File: config.mk
export PLATFORM = sky130hd
export DESIGN_NAME = cache_mem_ctrl_flat
export DESIGN_NICKNAME = d
export VERILOG_FILES = /design/src/rtl/cache_mem_ctrl_pkg.sv /design/src/rtl/cache_mem_ctrl_if.sv /design/src/rtl/cache_mem_ctrl_mem_lat_counter.sv /design/src/rtl/cache_mem_ctrl.sv /design/src/flat_wrapper.sv
export SDC_FILE = /design/constraint.sdc
export NUM_CORES = 1
export LEC_CHECK = 0
export ABC_AREA = 1
export CAP_MARGIN = 20
export CORE_ASPECT_RATIO = 0.6
export CORE_MARGIN = 2
export CORE_UTILIZATION = 40
export CTS_CLUSTER_SIZE = 28
export DETAILED_ROUTE_END_ITERATION = 12
export PLACE_DENSITY = 0.75
export SKIP_LAST_GASP = 1
export SLEW_MARGIN = 20
export SYNTH_ARGS = -nofsm -noshare
export SYNTH_HDL_FRONTEND = slang
export SYNTH_SLANG_ARGS = --single-unit
File: constraint.sdc
create_clock -name i_clk -period 1.6 [get_ports i_clk]
set_input_delay 0.24 -clock i_clk [delete_from_list [all_inputs] [get_ports i_clk]]
set_output_delay 0.24 -clock i_clk [all_outputs]
set_load 0.02 [all_outputs]
File: src/rtl/cache_mem_ctrl_pkg.sv
// Shared types for cache_mem_ctrl: FSM state encoding, latched request record
// and a word-alignment helper used for every memory address.
package cache_mem_ctrl_pkg;

    localparam int DW_DEFAULT = 32;

    typedef enum logic [2:0] {
        ST_IDLE  = 3'd0,
        ST_WB    = 3'd1,
        ST_RD    = 3'd2,
        ST_RESP  = 3'd3,
        ST_DRAIN = 3'd4
    } state_t;

    // Request fields are sized by DW_DEFAULT; override DATA_WIDTH and this together.
    typedef struct packed {
        logic                  read;
        logic                  dirty;
        logic [DW_DEFAULT-1:0] addr;
        logic [DW_DEFAULT-1:0] vaddr;
        logic [DW_DEFAULT-1:0] vdata;
    } req_t;

    function automatic logic [DW_DEFAULT-1:0] word_addr(input logic [DW_DEFAULT-1:0] a);
        return a & ~(DW_DEFAULT'(3));
    endfunction

endpackage

File: src/rtl/cache_mem_ctrl_if.sv
// Cache-side request/response and memory-side strobes of cache_mem_ctrl,
// bundled in one interface; slave is the controller, master is its environment.
interface cache_mem_ctrl_if #(
    parameter int DW = 32
);
    logic          ReqValid;
    logic          ReqReady;
    logic          ReqRead;
    logic          ReqDirty;
    logic [DW-1:0] ReqA;
    logic [DW-1:0] ReqVA;
    logic [DW-1:0] ReqVD;
    logic          RespValid;
    logic [DW-1:0] RespRD;
    logic [DW-1:0] MemA;
    logic [DW-1:0] MemWD;
    logic          MemWE;
    logic          MemRE;
    logic [DW-1:0] MemRD;

    modport slave (
        input  ReqValid, ReqRead, ReqDirty, ReqA, ReqVA, ReqVD, MemRD,
        output ReqReady, RespValid, RespRD, MemA, MemWD, MemWE, MemRE
    );

    modport master (
        output ReqValid, ReqRead, ReqDirty, ReqA, ReqVA, ReqVD, MemRD,
        input  ReqReady, RespValid, RespRD, MemA, MemWD, MemWE, MemRE
    );
endinterface

File: src/rtl/cache_mem_ctrl_mem_lat_counter.sv
// Loadable down-counter timing the memory read latency; o_expire marks the
// cycle in which read data is valid, o_zero marks an idle counter.
module mem_lat_counter #(
    parameter int LATENCY = 2
) (
    input  logic i_clk,
    input  logic i_rst_n,
    input  logic i_load,
    output logic o_zero,
    output logic o_expire
);
    localparam int CW = $clog2(LATENCY + 1);

    logic [CW-1:0] r_count;

    always_ff @(posedge i_clk or negedge i_rst_n) begin
        if (!i_rst_n) begin
            r_count <= '0;
        end else if (i_load) begin
            r_count <= CW'(LATENCY);
        end else if (r_count != '0) begin
            r_count <= r_count - 1'b1;
        end
    end

    assign o_zero   = (r_count == '0);
    assign o_expire = (r_count == CW'(1));

endmodule

File: src/rtl/cache_mem_ctrl.sv
// Memory-side responder for cache misses: optional victim writeback plus optional
// refill read on a single-port memory. CACHE_MEM_WB_BUFFER_EN adds a one-entry writeback buffer.
module cache_mem_ctrl
    import cache_mem_ctrl_pkg::*;
#(
    parameter int DATA_WIDTH  = DW_DEFAULT,
    parameter int MEM_LATENCY = 2
) (
    input  logic            i_clk,
    input  logic            i_rst_n,
    cache_mem_ctrl_if.slave io_bus
);

`ifdef CACHE_MEM_WB_BUFFER_EN
    localparam bit BUF_EN = 1'b1;
`else
    localparam bit BUF_EN = 1'b0;
`endif

    state_t                r_state;
    state_t                w_state_next;
    req_t                  r_req;
    logic [DATA_WIDTH-1:0] r_resp_rd;
    logic [DATA_WIDTH-1:0] w_mem_a;
    logic [DATA_WIDTH-1:0] w_mem_wd;
    logic [DATA_WIDTH-1:0] w_buf_data;
    logic                  w_ready;
    logic                  w_accept;
    logic                  w_mem_we;
    logic                  w_mem_re;
    logic                  w_resp_valid;
    logic                  w_cnt_load;
    logic                  w_cnt_zero;
    logic                  w_cnt_expire;
    logic                  w_fwd_hit;
    logic                  w_buf_block;
    logic                  w_unused;

`ifdef CACHE_MEM_WB_BUFFER_EN
    logic                  r_buf_valid;
    logic [DATA_WIDTH-1:0] r_buf_addr;
    logic [DATA_WIDTH-1:0] r_buf_data;

    // Refill of the buffered word is served from the buffer without touching memory.
    assign w_fwd_hit   = r_buf_valid & io_bus.ReqRead & (word_addr(io_bus.ReqA) == r_buf_addr);
    assign w_buf_block = r_buf_valid & io_bus.ReqDirty;
    assign w_buf_data  = r_buf_data;

    always_ff @(posedge i_clk or negedge i_rst_n) begin
        if (!i_rst_n) begin
            r_buf_valid <= 1'b0;
            r_buf_addr  <= '0;
            r_buf_data  <= '0;
        end else if (w_accept && io_bus.ReqDirty) begin
            r_buf_valid <= 1'b1;
            r_buf_addr  <= word_addr(io_bus.ReqVA);
            r_buf_data  <= io_bus.ReqVD;
        end else if (r_state == ST_DRAIN) begin
            r_buf_valid <= 1'b0;
        end
    end
`else
    assign w_fwd_hit   = 1'b0;
    assign w_buf_block = 1'b0;
    assign w_buf_data  = '0;
`endif

    assign w_accept = io_bus.ReqValid & w_ready;
    assign w_unused = r_req.dirty;

    mem_lat_counter #(
        .LATENCY (MEM_LATENCY)
    ) u_lat_counter (
        .i_clk    (i_clk),
        .i_rst_n  (i_rst_n),
        .i_load   (w_cnt_load),
        .o_zero   (w_cnt_zero),
        .o_expire (w_cnt_expire)
    );

    always_comb begin
        w_state_next = r_state;
        w_ready      = 1'b0;
        w_mem_we     = 1'b0;
        w_mem_re     = 1'b0;
        w_mem_a      = '0;
        w_mem_wd     = '0;
        w_resp_valid = 1'b0;
        w_cnt_load   = 1'b0;
        case (r_state)
            ST_IDLE: begin
                w_ready = ~w_buf_block;
                if (io_bus.ReqValid && w_ready) begin
                    if (io_bus.ReqDirty && !BUF_EN) begin
                        w_state_next = ST_WB;
                    end else if (w_fwd_hit) begin
                        w_state_next = ST_RESP;
                    end else if (io_bus.ReqRead) begin
                        w_state_next = ST_RD;
                    end else begin
                        w_state_next = ST_RESP;
                    end
                end
`ifdef CACHE_MEM_WB_BUFFER_EN
                else if (r_buf_valid) begin
                    w_state_next = ST_DRAIN;
                end
`endif
            end
            ST_WB: begin
                w_mem_we     = 1'b1;
                w_mem_a      = word_addr(r_req.vaddr);
                w_mem_wd     = r_req.vdata;
                w_state_next = r_req.read ? ST_RD : ST_RESP;
            end
            ST_RD: begin
                w_mem_a = word_addr(r_req.addr);
                // An idle counter inside RD can only mean the first RD cycle.
                if (w_cnt_zero) begin
                    w_mem_re   = 1'b1;
                    w_cnt_load = 1'b1;
                end
                if (w_cnt_expire) begin
                    w_state_next = ST_RESP;
                end
            end
            ST_RESP: begin
                w_resp_valid = 1'b1;
                w_state_next = ST_IDLE;
            end
`ifdef CACHE_MEM_WB_BUFFER_EN
            ST_DRAIN: begin
                w_mem_we     = 1'b1;
                w_mem_a      = r_buf_addr;
                w_mem_wd     = r_buf_data;
                w_state_next = ST_IDLE;
            end
`endif
            default: begin
                w_state_next = ST_IDLE;
            end
        endcase
    end

    always_ff @(posedge i_clk or negedge i_rst_n) begin
        if (!i_rst_n) begin
            r_state   <= ST_IDLE;
            r_req     <= '0;
            r_resp_rd <= '0;
        end else begin
            r_state <= w_state_next;
            if (w_accept) begin
                r_req <= '{read:  io_bus.ReqRead,
                           dirty: io_bus.ReqDirty,
                           addr:  io_bus.ReqA,
                           vaddr: io_bus.ReqVA,
                           vdata: io_bus.ReqVD};
                if (w_fwd_hit) begin
                    r_resp_rd <= w_buf_data;
                end else if (!io_bus.ReqRead) begin
                    r_resp_rd <= '0;
                end
            end else if (r_state == ST_RD && w_cnt_expire) begin
                r_resp_rd <= io_bus.MemRD;
            end
        end
    end

    // ReqReady must read 0 during reset even though IDLE is the reset state.
    assign io_bus.ReqReady  = w_ready & i_rst_n;
    assign io_bus.RespValid = w_resp_valid;
    assign io_bus.RespRD    = r_resp_rd;
    assign io_bus.MemA      = w_mem_a;
    assign io_bus.MemWD     = w_mem_wd;
    assign io_bus.MemWE     = w_mem_we;
    assign io_bus.MemRE     = w_mem_re;

endmodule

File: src/flat_wrapper.sv
// flat-port wrapper written by rule: the top's interface ports become plain ports
module cache_mem_ctrl_flat import cache_mem_ctrl_pkg::*;
#(
    parameter int DATA_WIDTH  = DW_DEFAULT,
    parameter int MEM_LATENCY = 2
)
  (i_clk, i_rst_n, io_bus_ReqValid, io_bus_ReqRead, io_bus_ReqDirty, io_bus_ReqA, io_bus_ReqVA, io_bus_ReqVD, io_bus_MemRD, io_bus_ReqReady, io_bus_RespValid, io_bus_RespRD, io_bus_MemA, io_bus_MemWD, io_bus_MemWE, io_bus_MemRE);
  cache_mem_ctrl_if #(.DW((32))) io_bus_i ();
  input  logic i_clk;
  input  logic i_rst_n;
  input wire logic [$bits(io_bus_i.ReqValid)-1:0] io_bus_ReqValid;
  input wire logic [$bits(io_bus_i.ReqRead)-1:0] io_bus_ReqRead;
  input wire logic [$bits(io_bus_i.ReqDirty)-1:0] io_bus_ReqDirty;
  input wire logic [$bits(io_bus_i.ReqA)-1:0] io_bus_ReqA;
  input wire logic [$bits(io_bus_i.ReqVA)-1:0] io_bus_ReqVA;
  input wire logic [$bits(io_bus_i.ReqVD)-1:0] io_bus_ReqVD;
  input wire logic [$bits(io_bus_i.MemRD)-1:0] io_bus_MemRD;
  output wire logic [$bits(io_bus_i.ReqReady)-1:0] io_bus_ReqReady;
  output wire logic [$bits(io_bus_i.RespValid)-1:0] io_bus_RespValid;
  output wire logic [$bits(io_bus_i.RespRD)-1:0] io_bus_RespRD;
  output wire logic [$bits(io_bus_i.MemA)-1:0] io_bus_MemA;
  output wire logic [$bits(io_bus_i.MemWD)-1:0] io_bus_MemWD;
  output wire logic [$bits(io_bus_i.MemWE)-1:0] io_bus_MemWE;
  output wire logic [$bits(io_bus_i.MemRE)-1:0] io_bus_MemRE;
  assign io_bus_i.ReqValid = io_bus_ReqValid;
  assign io_bus_i.ReqRead = io_bus_ReqRead;
  assign io_bus_i.ReqDirty = io_bus_ReqDirty;
  assign io_bus_i.ReqA = io_bus_ReqA;
  assign io_bus_i.ReqVA = io_bus_ReqVA;
  assign io_bus_i.ReqVD = io_bus_ReqVD;
  assign io_bus_i.MemRD = io_bus_MemRD;
  assign io_bus_ReqReady = io_bus_i.ReqReady;
  assign io_bus_RespValid = io_bus_i.RespValid;
  assign io_bus_RespRD = io_bus_i.RespRD;
  assign io_bus_MemA = io_bus_i.MemA;
  assign io_bus_MemWD = io_bus_i.MemWD;
  assign io_bus_MemWE = io_bus_i.MemWE;
  assign io_bus_MemRE = io_bus_i.MemRE;
  cache_mem_ctrl #(.DATA_WIDTH(DATA_WIDTH), .MEM_LATENCY(MEM_LATENCY)) u_core (.i_clk(i_clk), .i_rst_n(i_rst_n), .io_bus(io_bus_i));
endmodule
### Word-level counts from Yosys, hierarchy flattened

Index checks and enable logic that the tools add are counted.

| cells by class | value |
|---|---|
| add/subtract/negate cells | 1 |
| eq/ne operators | 7 |
| multiplexer cells | 18 |
| bitwise gates (word level) | 2 |
| reductions and logical operators | 8 |

Operator list:

| cell | count |
|---|---|
| $mux 32 | 4 |
| $pmux 32 s2 | 1 |
| $mux 3 | 3 |
| $pmux 3 s3 | 1 |
| $mux 1 | 7 |
| $eq 3x2->1 const B | 2 |
| $reduce_bool 2->1 | 3 |
| $mux 2 | 2 |
| $ne 2x2->1 const B | 2 |
| $reduce_and 2->1 | 2 |
| $eq 3x1->1 const B | 1 |
| $logic_not 3->1 | 1 |
| $and 1x1->1 | 2 |
| $eq 2x1->1 const B | 1 |
| $logic_not 2->1 | 1 |
| $ne 2x1->1 const B | 1 |
| $sub 2x1->2 const B | 1 |
| $logic_and 1x1->1 | 1 |

| storage, ports and cells | value |
|---|---|
| flip-flop bits (word level) | 134 |
| bits of input ports | 133 |
| output and inout port bits | 100 |
| word-level logic and storage cells | 43 |

### Longest topological paths before layout

Gate-level depths: netlist of the first run.

| logic depth | value |
|---|---|
| word-level depth | 5 |
| gate-level depth with buffers | 9 |
| depth with buffers taken out | 8 |

### Modules after synthesis

Synthesis of the first run repeated with hierarchy kept, for this count alone.

| unflattened totals | value |
|---|---|
| cells, all modules | 751 |
| area total of the unflattened synthesis | 5,783.0 µm² |

Modules (own cells, without submodules):

| module | times used | cells an instance | area each (µm²) | sequential area each (µm²) |
|---|---|---|---|---|
| cache_mem_ctrl | 1 | 736 | 5,662.9 | 3,178.0 |
| mem_lat_counter | 1 | 15 | 120.1 | 50.0 |

### Worst setup path after synthesis of the first run

No wires, ideal clock.

| timing path | value |
|---|---|
| path type | register to output |
| from | register u_core.r_state[1] |
| to | output io_bus_MemA[10] |
| arrival | 1.375 ns |
| data required time | 1.360 ns |
| slack | -0.015 ns |
| cell stages (with the launch flop) | 7 |
| path buffers | 2 |
| path through | dfrtp_1 -> inv_1 -> ha_1 -> buf_2 -> buf_2 -> nand2_1 -> a21oi_1 |

| between the ends | value |
|---|---|
| word-level cells in the longest chain between the ends | 2 |
| elaborated cells between the ends (all ways) | 3 |
| classes of those cells | 2 x eq/ne; 1 x mux |

Ends and longest elaborated chain:

| what | line | RTL |
|---|---|---|
| start: declaration | cache_mem_ctrl.sv:20 | `state_t r_state;` |
| start signal: assignment | cache_mem_ctrl.sv:151 | `r_state <= w_state_next;` |
| $eq 3x2->1 or $eq 3x1->1 (tied branches) | cache_mem_ctrl.sv:90 | `case (r_state)` |
| $pmux 32 s2 (*) | cache_mem_ctrl.sv:90 |  |
| end: declaration | flat_wrapper.sv:21 | `output wire logic [$bits(io_bus_i.MemA)-1:0] io_bus_MemA;` |

Every way passes the cells marked *; elsewhere a longest branch is shown, timed or not.

### Worst setup path after layout of the first run

| timing path | value |
|---|---|
| from | register u_core.r_state[0] |
| to | output io_bus_MemA[29] |

The elaborated chain is that of the path after synthesis.

==> results of run 1 <==
[stage by stage]
step / TNS, ns / utilization / instance area (um2) / instances / power, mW
finish: -22.46 / 0.706 / 9790 / 1207 / 20.6
global route: -30.90 / 0.706 / 9790 / 1207 / 21.8
CTS: -26.05 / 0.656 / 9100 / 1192 / 18.7
detailed placement: -26.74 / 0.599 / 8310 / 1145 / 14.0
global placement: -24.17 / 0.599 / 8310 / 1145 / 13.8
floorplan: -0.399 / - / 5780 / 749 / 10.2
[kinds of logic after synthesis]
kind of cell               count (synthesis)  synth area share
DFF                                      129             0.560
other                                      1          0.000651
buffers and inverters                     87            0.0706
adders and majority gates                  8            0.0174
AOI/OAI and AO/OA                         36            0.0317
and+or+nand+nor                          487             0.320
[worst max path at each step]
stage                             startpoint         endpoint  depth (start not counted)
6_report       u_core.r_state[0]$_DFFE_PN0P_  io_bus_MemA[29]                          7
5_1_grt        u_core.r_state[0]$_DFFE_PN0P_  io_bus_MemA[29]                          7
3_5_place_dp   u_core.r_state[1]$_DFFE_PN0P_   io_bus_MemA[5]                          6
2_1_floorplan  u_core.r_state[1]$_DFFE_PN0P_  io_bus_MemA[12]                          6
3_3_place_gp   u_core.r_state[1]$_DFFE_PN0P_  io_bus_MemA[21]                          6
4_1_cts        u_core.r_state[0]$_DFFE_PN0P_   io_bus_MemA[6]                          7
[flip-flops by register name, summed over array words and instances, names as in the netlist]
signal and flops:
u_core.r_state 2, u_core.io_bus.RespRD 32, u_core.u_lat_counter.r_count 2, u_core.r_req 93
[power by group through the flow]
stage / clock network, mW / registers, mW / logic, mW
detailed placement: 0 / 5.68 / 8.29
CTS: 4.25 / 5.69 / 8.74
floorplan: 0 / 6.06 / 4.13
global placement: 0 / 5.69 / 8.12
finish: 4.18 / 5.87 / 10.6
global route: 4.43 / 6.03 / 11.4
[repair_timing]
item / CTS / global route
endpoints found under the setup margin: 132 / 193
resized for setup: 358 / 178
pin swaps: 2 / 21
setup buffers: 9 / 8
cloned: 6 / 9
[cells in the final DEF (no fill, tap or decap), types with 4 or more instances in the layout]
cell type and n:
buf_12 13, buf_8 4, dlygate4sd2_1 32, buf_6 46
buf_4 38, ha_1 5, a21oi_1 11, nand2_2 18
bufinv_16 4, dfrtp_1 129, buf_16 6, clkbuf_16 24
inv_2 21, inv_1 23, nand2_1 443, a21oi_2 20
clkdlybuf4s50_1 127, clkinv_4 4, nand2_4 21
[final cells by class]
class,instances,area [um2],area share
sequential,129,3230,0.330
timing repair buffer,276,3030,0.310
multi-input combinational,533,2480,0.253
clock buffer,21,460,0.0470
tap,192,240,0.0245
clock inverter,11,179,0.0183
inverter,45,174,0.0178
[per-layer routing]
layer	vias up	part of all wire	wire length (um)	global-route usage
met4	0	0.0071	136	0.0545
met2	249	0.44	8490	0.346
li1	2741	-	-	-
met3	12	0.10	1970	0.0875
met5	-	0	0	0
met1	2681	0.45	8650	0.312
==> flow_summary.toml, run 1 <==
[run_status]
outcome = "finished with violations"
violations = "hold timing, setup timing"

[power_and_ir_drop]
intPower_mw = 12.3
power_frac_seq = 0.285
power_switching_share = 0.403
p_sw_mw = 8.29
pwr-share-clk = 0.203
leakagePower_nw = 5.32
p_per_area_nw_per_um2 = 2110
irDropWorstVdd_mv = 0.937
power_frac_comb = 0.512

[timing]
fmax_mhz = 498
fin_crit_ns = 2.01
fin_ws_ns = -0.408
finalHoldViolations = 28
finalCritPeriodShare = 1.25
max_slew_margin = 0.547
hold_slack_ns = -0.0144
clock-skew-final_ns = 0.0139
slew_violations = 0
tightestPinTransition_ns = 0.679
setup_viol = 70
rsz0062_at_grt = "true"

[clocking]
cts_buffers = 17
max-clock-path-buffers = 2
ctsHoldBuffers = 0
cts_tree = "done"
clkSinkCount = 129
clkLatencyLatePin_ns = 0.40
htreeDepth = 4
clock_tree.root_cell = "clkbuf_16"
clk_pin_slew_ns = 0.06

[run]
drv_cap = 0

[synthesis]
synth-edff-count = 0
ys_top_cells_by_area = "dfrtp_1 56%, nand2_1 31%, inv_1 2.9%, a21oi_1 2.8%, buf_2 1.9%"
post-synth-top-count-cell = "nand2_1"
yosysWarnings = 0
synthCells = 748
yosysTopAreaCell = "dfrtp_1"
seq_area_frac_synth = 0.560
ys.flop_type = "dfrtp_1"
syn_area_per_cell_um2 = 7.70
async_flop_share = 1.00
synth_top_area_share = 0.560
ys_top_cells_by_count = "481 x nand2_1, 129 x dfrtp_1, 44 x inv_1, 32 x a21oi_1, 22 x buf_2"
synth_cell_types = 18
syn-cell-area_um2 = 5760
ys_ff_latch = 129

[worst_setup_path]
critical_path_class = "flip-flop to output port"
regToRegSetupSlack_ns = -0.02
cp-end-kind = "output port"
critPathMaxStageDelay_ns = 0.40
timing.rr.start = "u_core.r_state[1]$_DFFE_PN0P_"
slowest_stage = "dfrtp_1"
worstPathRequired_ns = 1.36
start_kind = "flip-flop"
worstPathMaxFanout = 6
crit_chain = "buf_6 -> ha_4 -> buf_8 -> buf_16 -> nand2_2 -> a21oi_2 -> buf_4"
rr_worst_depth = 10
critPathTopFamily = "buffers and inverters"
timing.rr.end = "u_core.io_bus.RespRD[22]$_DFFE_PN0P_"
critPathArrivalTime_ns = 1.77
critical_path_buf_inv_count = 4

[worst_hold_path]
min_path_type = "primary input to asynchronous set/reset pin"

[cells_and_area]
synthToLayoutAreaGrowth_pct = 69.9
fin_nets = 1143
fillers = 1108
antenna_cells = 0
drive_gt1_frac = 0.232

[detailed_routing]
wire_per_inst_um = 15.9
drt_first_pass_iters = 5
routed_wl_um = 19200
ant_nets = 0
vias = 5683
dr.first_iter.drc_count = 467
via_per_inst = 4.71
drc_errors = 0

[floorplan]
dieArea_um2 = 15400
initial_utilization = 0.415
rows = 33
die_x_um = 159
fp.dieH_um = 97.0
fp.coreArea_um2 = 13900
io_pins = 233

[global_route]
grt_use_total = 0.229
grt_max_degree = 130
overflow = 0
antenna_found_initial = 0
grt_pass1_vias = 5369
grt_pass1_wl_um = 27900

[place]
port_buffers = 226
pre_cts_slack_ns = -0.501
dp_hpwl_um = 11000
gp_congestion = 0.869
Power figures use the tool's default switching activity.
==> inputs of run 2 (changes only) <==
- GPL_TIMING_DRIVEN: default -> 0
==> run 2 against run 1 <==
Effect of this change:
- the flow still finishes with violations (hold timing, setup timing)
- clock skew about the same
- worst setup slack worse by 0.017 ns
- sequential power about the same
- die area unchanged
- critical path depth up 1
- critical path type unchanged
- via count increased by 2.3%
- utilization rose by 2.6 points
- register-to-register slack lost 0.02 ns
- sequential cell count unchanged
- global-route usage up 2.3 points
- highest routed layer unchanged
==> flow_summary.toml, run 2 (synthesis results as in run 1) <==
[cells_and_area]
largest_register_ffs = 93
largest-register = "u_core.r_req"
layout_common_cells = "440 x nand2_1, 128 x dfrtp_1, 127 x clkdlybuf4s50_1"
stdcell_area_um2 = 10100
drive_gt1_frac = 0.264
fin_nets = 1165
synthToLayoutAreaGrowth_pct = 76.1
antenna_cells = 0
layout_commonest_cell = "nand2_1"
layoutNonFillerInstCount = 1228

[worst_setup_path]
worstSetupStartpoint = "u_core.r_state[0]$_DFFE_PN0P_"
worstPathMaxFanout = 5
cp-end-kind = "output port"
timing.rr.end = "u_core.io_bus.RespRD[6]$_DFFE_PN0P_"
rr_worst_depth = 10
critical_path_class = "flip-flop to output port"
start_kind = "flip-flop"
regToRegSetupSlack_ns = -0.04
timing.rr.start = "u_core.r_state[1]$_DFFE_PN0P_"
endpoint = "io_bus_MemWD[27]"
worstPathRequired_ns = 1.36
critPathArrivalTime_ns = 1.78

[run_status]
outcome = "finished with violations"
violations = "hold timing, setup timing"

[global_route]
overflow = 0
grt_use_total = 0.252
grt_max_degree = 85
antenna_found_initial = 0
grt_pass1_vias = 5735
grt_pass1_wl_um = 30700

[run]
drv_cap = 0

[floorplan]
die_x_um = 159
fp.coreArea_um2 = 13900
io_pins = 233
initial_utilization = 0.415
fp.dieH_um = 97.0
rows = 33
dieArea_um2 = 15400

[timing]
fin_crit_ns = 2.02
slew_violations = 0
fin_ws_ns = -0.425
tns_ns = -24.04
finalHoldViolations = 45
setup_viol = 92
finalCritPeriodShare = 1.27
rsz0062_at_grt = "true"
fmax_mhz = 494
hold_slack_ns = -0.280
clock-skew-final_ns = 0.0139

[place]
dp_hpwl_um = 12800
gp_congestion = 0.830
port_buffers = 226
postPlaceCellArea_um2 = 8310
dpl.cell_count = 1168

[detailed_routing]
routed_wl_um = 20100
vias = 5813
dr.first_iter.drc_count = 394
drc_errors = 0
ant_nets = 0
wire_per_inst_um = 16.4
drt_first_pass_iters = 5
via_per_inst = 4.73

[clocking]
clkSinkCount = 129
max-clock-path-buffers = 2
clock_tree.root_cell = "clkbuf_16"
clk_pin_slew_ns = 0.07
htreeDepth = 4
clkLatencyLatePin_ns = 0.41
cts_tree = "done"
cts_buffers = 17

[worst_hold_path]
min_path_type = "primary input to asynchronous set/reset pin"

[power_and_ir_drop]
irDropWorstVdd_mv = 0.999
p_per_area_nw_per_um2 = 2120
leakagePower_nw = 5.45
-- run 2: cell types whose count changed in the layout (fill, tap and decap cells not counted), sizes merged --
cell and delta:
bufinv +1, clkbuf +6, clkinv -2, dlygate4sd2 -1, buf +14, inv +1, clkinvlp +1, dlymetal6s2s +1
-- run 2: worst min-delay path by stage --
stage                                         startpoint                                    to
floorplan                                        i_rst_n   u_core.io_bus.RespRD[0]$_DFFE_PN0P_
global placement    u_core.io_bus.RespRD[29]$_DFFE_PN0P_  u_core.io_bus.RespRD[29]$_DFFE_PN0P_
detailed placement                               i_rst_n          u_core.r_req[27]$_DFFE_PN0P_
CTS                                              i_rst_n          u_core.r_req[27]$_DFFE_PN0P_
global route                                     i_rst_n          u_core.r_req[27]$_DFFE_PN0P_
finish                                           i_rst_n          u_core.r_req[27]$_DFFE_PN0P_
-- run 2: critical path, stage by stage (launching register included) --
cell and delay, ns:
dfrtp_2 0.42, buf_6 0.13, ha_4 0.16, buf_12 0.15, buf_12 0.14, clkbuf_16 0.16, nand2_4 0.06, inv_2 0.04
buf_6 0.12
-- run 2: timing repair --
action / 4_1_cts / 5_1_grt
resized for setup: 556 / 99
setup endpoints to repair: 215 / 186
buffers inserted: 11 / 3
pin swaps: 6 / 13
cloned: 10 / 5
endpoints found under the hold margin: 45 / 45
-- run 2: final cells by class --
type,count,area (um2)
Fill cell,1057,3730
Sequential cell,129,3230
Timing Repair Buffer,256,2660
Multi-Input combinational cell,533,2650
Buffer,42,547
Clock buffer,19,433
Tap cell,192,240
Clock inverter,12,208
Inverter,45,176
-- run 2: per-layer routing --
metal,share of wire,up-vias,global-route usage
met5,0,-,0
met4,0.0041,0,0.0462
met3,0.079,9,0.0759
met2,0.44,223,0.384
met1,0.48,2791,0.359
li1,-,2790,-
-- run 2: power breakdown --
group,leakage (nW),switching (mW),internal [mW]
clock network,0.300,1.50,2.77
logic,3.51,6.26,5.16
registers,1.64,0.998,4.84
-- run 2: stage by stage --
step                power (mW)  setup slack [ns]  hold WS (ns)   util
finish                    21.5            -0.425        -0.280  0.731
global route              22.7            -0.474        -0.254  0.731
CTS                       20.2            -0.440        -0.271  0.697
detailed placement        13.9            -0.866         0.167  0.599
global placement          13.7             -4.90         0.454  0.597
floorplan                 10.2           -0.0151       -0.0556      -
==> inputs of run 3 (changes only) <==
- SETUP_SLACK_MARGIN: default -> 0.4
- clock period: 1.6 -> 2.5 ns (I/O delays scaled with it)
==> run 3 against run 2 <==
Effect of this change:
- routed wire length shrank 8.6%
- register-to-register slack gained 0.79 ns
- clock power shrank 38%
- critical path depth unchanged
- clock skew is 0.0060 ns lower
- critical path type unchanged
- global-route usage shrank 0.78 points
- non-clock buffer count is 8 lower
- first-iteration DRC count fell by 18%
- the flow now finishes without violations
- count of clock-buffer cells in the layout stayed put
- hold slack improved by 0.75 ns
- die area unchanged
- utilization shrank 4.5 points
==> flow_summary.toml, run 3 (synthesis results as in run 1) <==
[clocking]
clock_tree.root_cell = "clkbuf_16"
max-clock-path-buffers = 2
clkSinkCount = 129
cts_buffers = 17
clkLatencyLatePin_ns = 0.40
clk_pin_slew_ns = 0.06
htreeDepth = 4
cts_tree = "done"

[power_and_ir_drop]
irDropWorstVdd_mv = 0.641
p_per_area_nw_per_um2 = 1330
leakagePower_nw = 5.13
total_power_mw = 12.7

[worst_setup_path]
worstPathRequired_ns = 2.12
critical_path_class = "flip-flop to output port"
start_kind = "flip-flop"
worstPathMaxFanout = 6
cp-end-kind = "output port"
critPathArrivalTime_ns = 1.82

[cells_and_area]
utilization = 0.686
layout_common_cells = "457 x nand2_1, 159 x clkdlybuf4s50_1, 128 x dfrtp_1"
synthToLayoutAreaGrowth_pct = 65.2
largest_register_ffs = 93
layout_commonest_cell = "nand2_1"
antenna_cells = 0
fin_nets = 1157
largest-register = "u_core.r_req"
drive_gt1_frac = 0.211

[floorplan]
io_pins = 233
rows = 33
die_x_um = 159
fp.coreArea_um2 = 13900
fp.dieH_um = 97.0
dieArea_um2 = 15400
initial_utilization = 0.415

[place]
port_buffers = 226
pre_cts_slack_ns = -0.0962
dp_hpwl_um = 12600
gp_congestion = 0.814

[timing]
finalCritPeriodShare = 0.878
slew_violations = 0
rsz0062_at_grt = "true"
setup_viol = 0
fin_crit_ns = 2.19
tns_ns = 0
fin_ws_ns = 0.306
clock-skew-final_ns = 0.00790
fmax_mhz = 456
max_slew_margin = 0.611
tightestPinTransition_ns = 0.584
finalHoldViolations = 0

[detailed_routing]
dr.first_iter.drc_count = 323
ant_nets = 0
routed_wl_um = 18400
drc_errors = 0
via_per_inst = 4.55
drt_first_pass_iters = 4
vias = 5552
wire_per_inst_um = 15.1

[run_status]
outcome = "finished clean"

[global_route]
grt_max_degree = 77
grt_use_total = 0.244
grt_pass1_vias = 5506
antenna_found_initial = 0
grt_pass1_wl_um = 29500
overflow = 0

[run]
drv_cap = 0

[worst_hold_path]
min_path_type = "flip-flop to flip-flop"
==> run 3: stage by stage <==
step                instances  hold slack (ns)  area, um2
finish                   1220            0.467       9520
global route             1220            0.491       9520
CTS                      1215            0.471       9230
detailed placement       1168            0.323       8300
global placement         1167            0.453       8270
floorplan                 749           0.0794       5770
==> run 3: area by class of cell <==
| type | instances | area, um2 |
|---|---|---|
| Inverter | 45 | 169 |
| Tap cell | 192 | 240 |
| Fill cell | 1183 | 4350 |
| Sequential cell | 129 | 3230 |
| Buffer | 42 | 400 |
| Clock inverter | 12 | 184 |
| Timing Repair Buffer | 248 | 2440 |
| Multi-Input combinational cell | 533 | 2410 |
| Clock buffer | 19 | 443 |
==> run 3: repair_timing <==
item / CTS / global route
gates resized for setup: 351 / 87
gates cloned: 5 / 2
hold buffers: 2 / 0
setup buffers: 9 / 3
endpoints found under the hold margin: 53 / 0
setup endpoints to repair: 65 / 57
pin swaps: 7 / 22
==> run 3: worst paths after layout <==
path | slack (ns) | start | cells past startpoint | to
hold reg to reg | 0.47 | u_core.io_bus.RespRD[9]$_DFFE_PN0P_ | 2 | u_core.io_bus.RespRD[9]$_DFFE_PN0P_
setup reg to reg | 0.75 | u_core.r_state[0]$_DFFE_PN0P_ | 10 | u_core.io_bus.RespRD[4]$_DFFE_PN0P_
max in group asynchronous | 1.56 | i_rst_n | 3 | u_core.u_lat_counter.r_count[1]$_DFFE_PN0P_
hold / removal | 0.47 | u_core.io_bus.RespRD[9]$_DFFE_PN0P_ | 2 | u_core.io_bus.RespRD[9]$_DFFE_PN0P_
setup / recovery | 0.31 | u_core.r_state[0]$_DFFE_PN0P_ | 8 | io_bus_MemA[14]
min in group asynchronous | 0.56 | i_rst_n | 3 | u_core.r_req[31]$_DFFE_PN0P_
==> run 3: report_power, final <==
| part | switching, mW | internal [mW] |
|---|---|---|
| Clock | 0.931 | 1.70 |
| Sequential | 0.615 | 3.10 |
| Combinational | 3.54 | 2.82 |
==> run 3: per-layer routing <==
metal	GRT usage	up-vias	routed length, um
met5	0	-	0
met4	0.0483	0	81
met3	0.0819	7	1630
met2	0.369	183	7890
met1	0.344	2601	8790
li1	-	2761	-
==> run 3: critical path, stage by stage, from the launching register on <==
cell	delay (ns)
dfrtp_2	0.43
buf_6	0.13
ha_4	0.16
buf_12	0.14
buf_8	0.12
clkbuf_16	0.15
nand2_1	0.07
a21oi_2	0.06
buf_4	0.15
